`config.mk`:
```
export PLATFORM = sky130hd
export DESIGN_NAME = vdec_hs_ctrl
export DESIGN_NICKNAME = d
export VERILOG_FILES = /design/src/rtl/vdec_hs_ctrl.sv
export SDC_FILE = /design/constraint.sdc
export NUM_CORES = 1
export LEC_CHECK = 0
export ABC_AREA = 1
export CELL_PAD_IN_SITES_DETAIL_PLACEMENT = 1
export CELL_PAD_IN_SITES_GLOBAL_PLACEMENT = 1
export CORE_MARGIN = 5
export CORE_UTILIZATION = 29
export CTS_BUF_LIST = sky130_fd_sc_hd__clkbuf_8
export DETAILED_ROUTE_END_ITERATION = 10
export PLACE_DENSITY_LB_ADDON = 0.2
export SYNTH_ARGS = -nofsm -noshare
export SYNTH_HDL_FRONTEND = slang
export SYNTH_SLANG_ARGS = --single-unit
export TNS_END_PERCENT = 20
```
`constraint.sdc`:
```
create_clock -name clk -period 2.6 [get_ports clk]
set_clock_uncertainty 0.1 [all_clocks]
set_input_delay 0.39 -clock clk [delete_from_list [all_inputs] [get_ports clk]]
set_output_delay 0.39 -clock clk [all_outputs]
set_load 0.01 [all_outputs]
```
`src/rtl/vdec_hs_ctrl.sv`:
```
// HS Viterbi decoder job sequencer: runs forward ACS then traceback,
// shares the single ptram port between them and returns masked bits.
// Ports: clk/rst (async, active-high); job_* request; fwd_*/bwd_*
// unit control and ptram requests; pt_* shared ptram port;
// res_* result handshake; err/err_code error report.
// Optional: VDEC_HS_CTRL_PERF_EN adds perf_cycles[9:0].
`timescale 1ns/1ps
module vdec_hs_ctrl #(
  parameter int MAX_BLK = 29,
  parameter int TAIL    = 8,
  parameter int TIMEOUT = 1023
) (
  input  logic        clk,
  input  logic        rst,
  input  logic        job_valid,
  output logic        job_ready,
  input  logic [4:0]  job_size,
  output logic        fwd_start,
  output logic [5:0]  fwd_len,
  input  logic        fwd_done,
  input  logic        fwd_pt_wr,
  input  logic [8:0]  fwd_pt_addr,
  input  logic [31:0] fwd_pt_din,
  output logic        bwd_start,
  output logic [5:0]  bwd_last,
  input  logic        bwd_done,
  input  logic        bwd_pt_rd,
  input  logic [8:0]  bwd_pt_addr,
  input  logic [28:0] bwd_dec_bits,
  output logic        pt_wr,
  output logic        pt_rd,
  output logic [8:0]  pt_addr,
  output logic [31:0] pt_din,
  output logic        res_valid,
  input  logic        res_ready,
  output logic [28:0] res_bits,
  output logic [4:0]  res_size,
`ifdef VDEC_HS_CTRL_PERF_EN
  output logic [9:0]  perf_cycles,
`endif
  output logic        err,
  output logic [1:0]  err_code
);

  localparam logic [4:0] MAXB    = 5'(MAX_BLK);
  localparam logic [5:0] TAIL6   = 6'(TAIL);
  // WAIT states last at most TIMEOUT cycles
  localparam logic [9:0] WD_LAST = 10'(TIMEOUT - 1);

  typedef enum logic [2:0] {
    S_IDLE, S_FWD_GO, S_FWD_WAIT,
    S_BWD_GO, S_BWD_WAIT, S_OUT
  } state_t;

  state_t      st, nxt;
  logic [4:0]  job_sz;
  logic [9:0]  wd;
  logic        ld_job, ld_res;
  logic        bad_sz, tmo, ill;
  logic        in_fwd, in_bwd;
  logic [28:0] mask;

  assign job_ready = (st == S_IDLE);
  assign in_fwd = (st == S_FWD_GO) || (st == S_FWD_WAIT);
  assign in_bwd = (st == S_BWD_GO) || (st == S_BWD_WAIT);
  assign ill = (fwd_pt_wr && !in_fwd) ||
               (bwd_pt_rd && !in_bwd);
  // 29-bit wrap makes size 29 yield an all-ones mask
  assign mask = (29'd1 << job_sz) - 29'd1;

  always_comb begin
    nxt    = st;
    ld_job = 1'b0;
    ld_res = 1'b0;
    bad_sz = 1'b0;
    tmo    = 1'b0;
    unique case (st)
      S_IDLE:
        if (job_valid) begin
          if (job_size == 5'd0 || job_size > MAXB)
            bad_sz = 1'b1;
          else begin
            nxt    = S_FWD_GO;
            ld_job = 1'b1;
          end
        end
      S_FWD_GO: nxt = S_FWD_WAIT;
      S_FWD_WAIT:
        if (fwd_done) nxt = S_BWD_GO;
        else if (wd == WD_LAST) begin
          tmo = 1'b1;
          nxt = S_IDLE;
        end
      S_BWD_GO: nxt = S_BWD_WAIT;
      S_BWD_WAIT:
        if (bwd_done) begin
          nxt    = S_OUT;
          ld_res = 1'b1;
        end else if (wd == WD_LAST) begin
          tmo = 1'b1;
          nxt = S_IDLE;
        end
      S_OUT:
        if (res_ready) nxt = S_IDLE;
      default: nxt = S_IDLE;
    endcase
  end

  always_comb begin
    pt_wr   = 1'b0;
    pt_rd   = 1'b0;
    pt_addr = '0;
    pt_din  = '0;
    if (in_fwd) begin
      pt_wr   = fwd_pt_wr;
      pt_addr = fwd_pt_addr;
      pt_din  = fwd_pt_din;
    end else if (in_bwd) begin
      pt_rd   = bwd_pt_rd;
      pt_addr = bwd_pt_addr;
    end
  end

  always_ff @(posedge clk or posedge rst) begin
    if (rst) begin
      st        <= S_IDLE;
      job_sz    <= '0;
      wd        <= '0;
      fwd_start <= 1'b0;
      bwd_start <= 1'b0;
      fwd_len   <= '0;
      bwd_last  <= '0;
      res_valid <= 1'b0;
      res_bits  <= '0;
      res_size  <= '0;
      err       <= 1'b0;
      err_code  <= '0;
    end else begin
      st        <= nxt;
      fwd_start <= (nxt == S_FWD_GO);
      bwd_start <= (nxt == S_BWD_GO);
      res_valid <= (nxt == S_OUT);
      // GO states always lead into WAIT
      if (st == S_FWD_GO || st == S_BWD_GO)
        wd <= '0;
      else if (st == S_FWD_WAIT || st == S_BWD_WAIT)
        wd <= wd + 10'd1;
      if (ld_job) begin
        job_sz   <= job_size;
        fwd_len  <= 6'(job_size) + TAIL6;
        bwd_last <= 6'(job_size) + TAIL6 - 6'd1;
      end
      if (ld_res) begin
        res_bits <= bwd_dec_bits & mask;
        res_size <= job_sz;
      end
      err <= bad_sz || tmo || ill;
      if (bad_sz)   err_code <= 2'd1;
      else if (tmo) err_code <= 2'd2;
      else if (ill) err_code <= 2'd3;
    end
  end

`ifdef VDEC_HS_CTRL_PERF_EN
  logic [9:0] pc, pc_inc;
  assign pc_inc = (pc == 10'h3FF) ? pc : pc + 10'd1;

  always_ff @(posedge clk or posedge rst) begin
    if (rst) begin
      pc          <= '0;
      perf_cycles <= '0;
    end else begin
      if (ld_job) pc <= '0;
      else if (in_fwd || in_bwd) pc <= pc_inc;
      if ((in_fwd || in_bwd) && nxt == S_OUT)
        perf_cycles <= pc_inc;
    end
  end
`endif

endmodule

```
## Yosys cells after proc, flatten, opt, wreduce, memory -nomap -nowiden

Index checks and enable logic that the tools add are counted.

- Bits in read-only memories: 0
- Bits in writable memories: 0
- Register bits after elaboration: 70
- Bits of input ports: 92
- Logic and storage cells: 74
- Memories kept: 0
- Bits in latches: 0

- Bitwise operators: 1
- Div/mod/pow operators: 0
- Shifts and indexed selects: 1
- Eq/ne operators: 9
- Multiplexer cells: 30
- Multipliers: 0
- Reduce and logical (&&, ||, !) cells: 16
- Magnitude comparators: 1
- Add/subtract/negate cells: 4

Operators with widths:

| cell | count |
|---|---|
| $mux W32 | 1 |
| $and A29 B29 Y29 | 1 |
| $shl A1 B5 Y29 const A | 1 |
| $sub A29 B1 Y29 const B | 1 |
| $mux W10 | 2 |
| $mux W3 | 6 |
| $mux W9 | 2 |
| $pmux W3 S6 | 1 |
| $mux W1 | 14 |
| $add A10 B1 Y10 const B | 1 |
| $eq A10 B10 Y1 const B | 1 |
| $eq A3 B2 Y1 const B | 3 |
| $eq A3 B3 Y1 const B | 3 |
| $logic_or A1 B1 Y1 | 8 |
| $add A5 B4 Y6 const B | 1 |
| $eq A3 B1 Y1 const B | 2 |
| $mux W2 | 3 |
| $sub A6 B1 Y6 const B | 1 |
| $gt A5 B5 Y1 const B | 1 |
| $logic_not A5 Y1 | 1 |
| $logic_not A3 Y1 | 1 |
| $reduce_bool A3 Y1 | 1 |
| $logic_and A1 B1 Y1 | 2 |
| $logic_not A1 Y1 | 2 |
| other kinds (2) | 2 |

## Longest topological paths before layout

- Word-level depth: 8
- Mapped depth: 13
- Gate-level depth less buffers: 12

## Least setup slack after synthesis

No wires, ideal clock.

- Path kind: reg-to-reg
- From: register, netlist name fwd_len[0]
- To: register res_bits[18]
- Stages on the path, launching flop included: 12
- Arrival: 1634 ps
- Setup time: 118 ps
- Data required time: 2382 ps
- Path buffers: 1
- Setup slack: 748 ps
- Cells stage by stage: dfrtp_1 > buf_4 > clkinv_1 > nand2_1 > inv_1 > nand2_1 > ha_1 > nand4_1 > nor2_2 > nand3_1 > nand3b_1 > nand2_1

RTL lines:

| item | line | text |
|---|---|---|
| end signal: assignment | 154 | `res_bits <= bwd_dec_bits & mask;` |
| end: declaration | 36 | `output logic [28:0] res_bits,` |

## Final worst setup path

- From: register st[0]
- To: output port pt_rd

- Longest elaborated chain between the ends: 4
- Elaborated cells on any way between the ends: 8
- Classes of those cells: eq/ne (4); mux (2); reduce/logical (2)

Ends and longest elaborated chain:

| item | line | text |
|---|---|---|
| start: declaration | 55 | `state_t st, nxt;` |
| start signal: assignment | 139 | `st <= nxt;` |
| $eq A3 B2 Y1 or $eq A3 B3 Y1 (tied branches) | 65 | `assign in_bwd = (st == S_BWD_GO) \|\| (st == S_BWD_WAIT);` |
| $logic_or A1 B1 Y1 | 65 |  |
| $mux W1 | 118 | `end else if (in_bwd) begin` |
| $mux W1 * | 114 | `if (in_fwd) begin` |
| end: declaration | 31 | `output logic pt_rd,` |

Mark *: on every way between the ends. The rest lies on a longest branch, timed or not.

==> results by group <==
Timing
  – RSZ-0062 raised after global routing: no
  – Setup TNS: 0 ns
  – Worst slew pin tran: about 0.59 ns
  – Final Setup Violations: 0
  – Fin crit period: around 2.3 ns
  – Fmax: 438.1 MHz
  – Relative slew margins: 60.46%
  – Final hold vios: 0
  – Slew Viols, Final: 0
  – Tcrit/Tclk final: just under 90%

Power and ir drop
  – Total power: 0.006354 W
  – Cell Pwr Density: 1013 nW/um2
  – Static Leak: 3.458 nW
  – Peak VDD IR: 0.5180 mV

Critical path
  – Worst setup path class: reg2out
  – Most used cell, CP: inv_1
  – CP Max Fanout: 11
  – Crit path DAT: around 1.8 ns
  – Critical-path top delay cell: dfrtp_1
  – Data required, critical path: 2.11 ns
  – Max incr delay on CP: 0.35 ns
  – Crit path cell chain: inv_1 > nor2_4 > clkinv_1 > o21ai_1 > buf_4 > inv_1 > nor2_1 > dlygate4sd2_1
  – Reg-to-reg slack, setup: approximately 0.44 ns
  – CP Capture Type: output pin
  – CP Launch Type: flop

Die
  – Core area: about 13,000 um2
  – Die Height: 126.1 um
  – Ports: approximately 190
  – DIE WIDTH: 126.1 um
  – Number of core rows: 42
  – Initial Util: 29.51%
  – Die area: between 15,000 and 20,000 um2

Job
  – Max Cap Viol: 0

Yosys
  – Synth warnings: 0
  – Flops & latches, synth: 67
  – Syn avg cell area: 7.028 um2
  – Syn Std Cell Area: between 3000 and 4000 um2
  – Yosys cell types: 31
  – EDFF count, synth: 0
  – Top FF cell, synth: dfrtp_1
  – Sequential area share after synthesis: 42.91%
  – Asr flop ratio synth: 100.0%
  – Mapped Nets: between 600 and 700
  – Mapped Cells: about 560

Drt
  – Via-to-Cell Ratio: 4.652
  – Routed len/inst: 16.10 um
  – DRC: 0
  – Routed WL: roughly 15,000 um
  – First-iteration detailed-routing DRC count: 162
  – Pre-antenna DRT Iters: 4
  – Vias: 4,317
  – DRT antenna net count: 0

Clock network
  – CTS clock-pin slew for the worst setup and hold paths: approximately 0.070 ns
  – Setup Fix Bufs, Post-CTS: 0
  – Clock root buffer: clkbuf_8
  – # hold bufs at CTS: 0
  – Clock sinks: 67
  – Clock latency on the worst-skew pair: 0.35 ns
  – CTS Buf Count: 9
  – Htree depth: 3
  – CTS tree: done
  – Max Buffers Root-to-Sink: 2

Global routing
  – Total track usage: a little under a fifth
  – GRT overflow: 0
  – Largest net degree at the start of global routing: 34
  – First-pass GRT wire length: 23,610 um
  – Antenna violations before repair: 0
  – Vias in the first global route: 4,579

Layout
  – Commonest non-fill, non-tap cell in the layout: clkdlybuf4s50_1
  – N_diodes: 0
  – Most frequent cells in the layout: 144 x clkdlybuf4s50_1, 129 x nand2_1, 83 x inv_1, 80 x nor2_1, 67 x dfrtp_1
  – Ratio of cells with drive above 1 in the final layout: 6.383%
  – Layout net count: 848
  – Synthesis-to-finish area growth: 60.52%
  – Layout fillers: about 1,600

Place
  – Post-DP HPWL: 12,080 um
  – Buffers on Ports: 187
  – Placer Congestion: 0.8854

Worst hold path
  – Worst min path class: in2async

Run status
  – Outcome: finished clean
==> power breakdown <==
part / internal, W / switching [W]
Sequential: 0.00142 / 0.000259
Clock: 0.000452 / 0.000384
Combinational: 0.00171 / 0.00213
Total: 0.00358 / 0.00278
==> Yosys cell counts (2+ instances only) <==
cell type,count,area share (%)
o21a_1,2,0.38
buf_2,6,0.77
inv_1,83,8.0
xor2_1,3,0.67
o21ai_1,8,1.0
ha_1,7,2.2
a22o_1,9,2.0
nand4_1,8,1.3
buf_1,4,0.38
clkbuf_1,5,0.48
clkinv_1,3,0.29
nand2_2,2,0.32
nor2_1,80,7.7
a21oi_1,12,1.5
nand3_1,49,6.3
buf_4,5,0.96
nand2_1,129,12
inv_2,7,0.67
dfrtp_1,67,43
nor3_1,5,0.64
o22ai_1,3,0.48
o21ai_0,41,5.3
nand3b_1,3,0.58
nor2_2,8,1.3
==> repair_timing <==
item	4_1_cts	5_1_grt
resized for setup	14	31
pin swaps	0	1
setup endpoints to repair	42	30
cloned	0	0
==> logic make-up after synthesis <==
family	share of synthesized area, %
AND/OR/NAND/NOR	31.12
XOR/XNOR	0.8967
adder cells (fa/ha/maj)	2.241
AO/OA/AOI/OAI	11.30
flip-flops	42.91
buffers and inverters	11.53
==> routing by layer <==
layer / part of all wire [%] / GRT usage, % / up-vias
li1: - / - / 2131
met1: 45 / 22.88 / 2070
met2: 48 / 30.80 / 101
met3: 5.7 / 5.123 / 15
met4: 1.5 / 5.615 / 0
met5: 0 / 0 / -
==> area by class of cell <==
class | count | area (um2) | area share (%)
clock buffers | 10 | 137.6 | 2.194
clock inverters | 4 | 43.79 | 0.6982
inverters | 93 | 349.1 | 5.566
multi-input cells | 376 | 1785 | 28.47
flip-flops and latches | 67 | 1677 | 26.73
well taps | 176 | 220.2 | 3.511
repair buffers | 202 | 2059 | 32.83
==> worst max-delay path, delay by kind of cell (launching register included) <==
kind / cells / cell delay, ns
and+or+nand+nor: 2 / 0.24
buffers and inverters: 5 / 0.72
DFF: 1 / 0.35
AOI/OAI and AO/OA: 1 / 0.13
==> through the flow <==
step / std cells / area (um2) / hold WS, ns / util (%) / worst slack, ns
after floorplan: 556 / 3908 / 0.3658 / - / 0.4268
after global placement: 914 / 6023 / 0.3639 / 45.48 / 0.4025
after detailed placement: 914 / 6023 / 0.3757 / 45.48 / 0.3241
after CTS: 928 / 6193 / 0.3001 / 46.77 / 0.003661
after global routing: 928 / 6272 / 0.3323 / 47.36 / 0.1858
final: 928 / 6272 / 0.3029 / 47.36 / 0.3173
==> path summary, 6_finish.rpt <==
path	from	cells past startpoint	to
max in group asynchronous	rst	3	fwd_len[0]
worst max register to register	job_sz[4]	8	res_bits[18]
worst max-delay path	st[0]	8	pt_rd
worst min-delay path	rst	2	bwd_start
worst min register to register	res_bits[17]	2	res_bits[17]
min in group clk	res_bits[17]	2	res_bits[17]
==> registers in the layout (all words and copies together) (netlist names) <==
signal     cells
bwd_start      1
res_valid      1
err            1
fwd_len        6
res_bits      29
job_sz         2
err_code       2
wd            10
res_size       5
bwd_last       6
fwd_start      1
st             3
(Power assumes the default switching activity.)
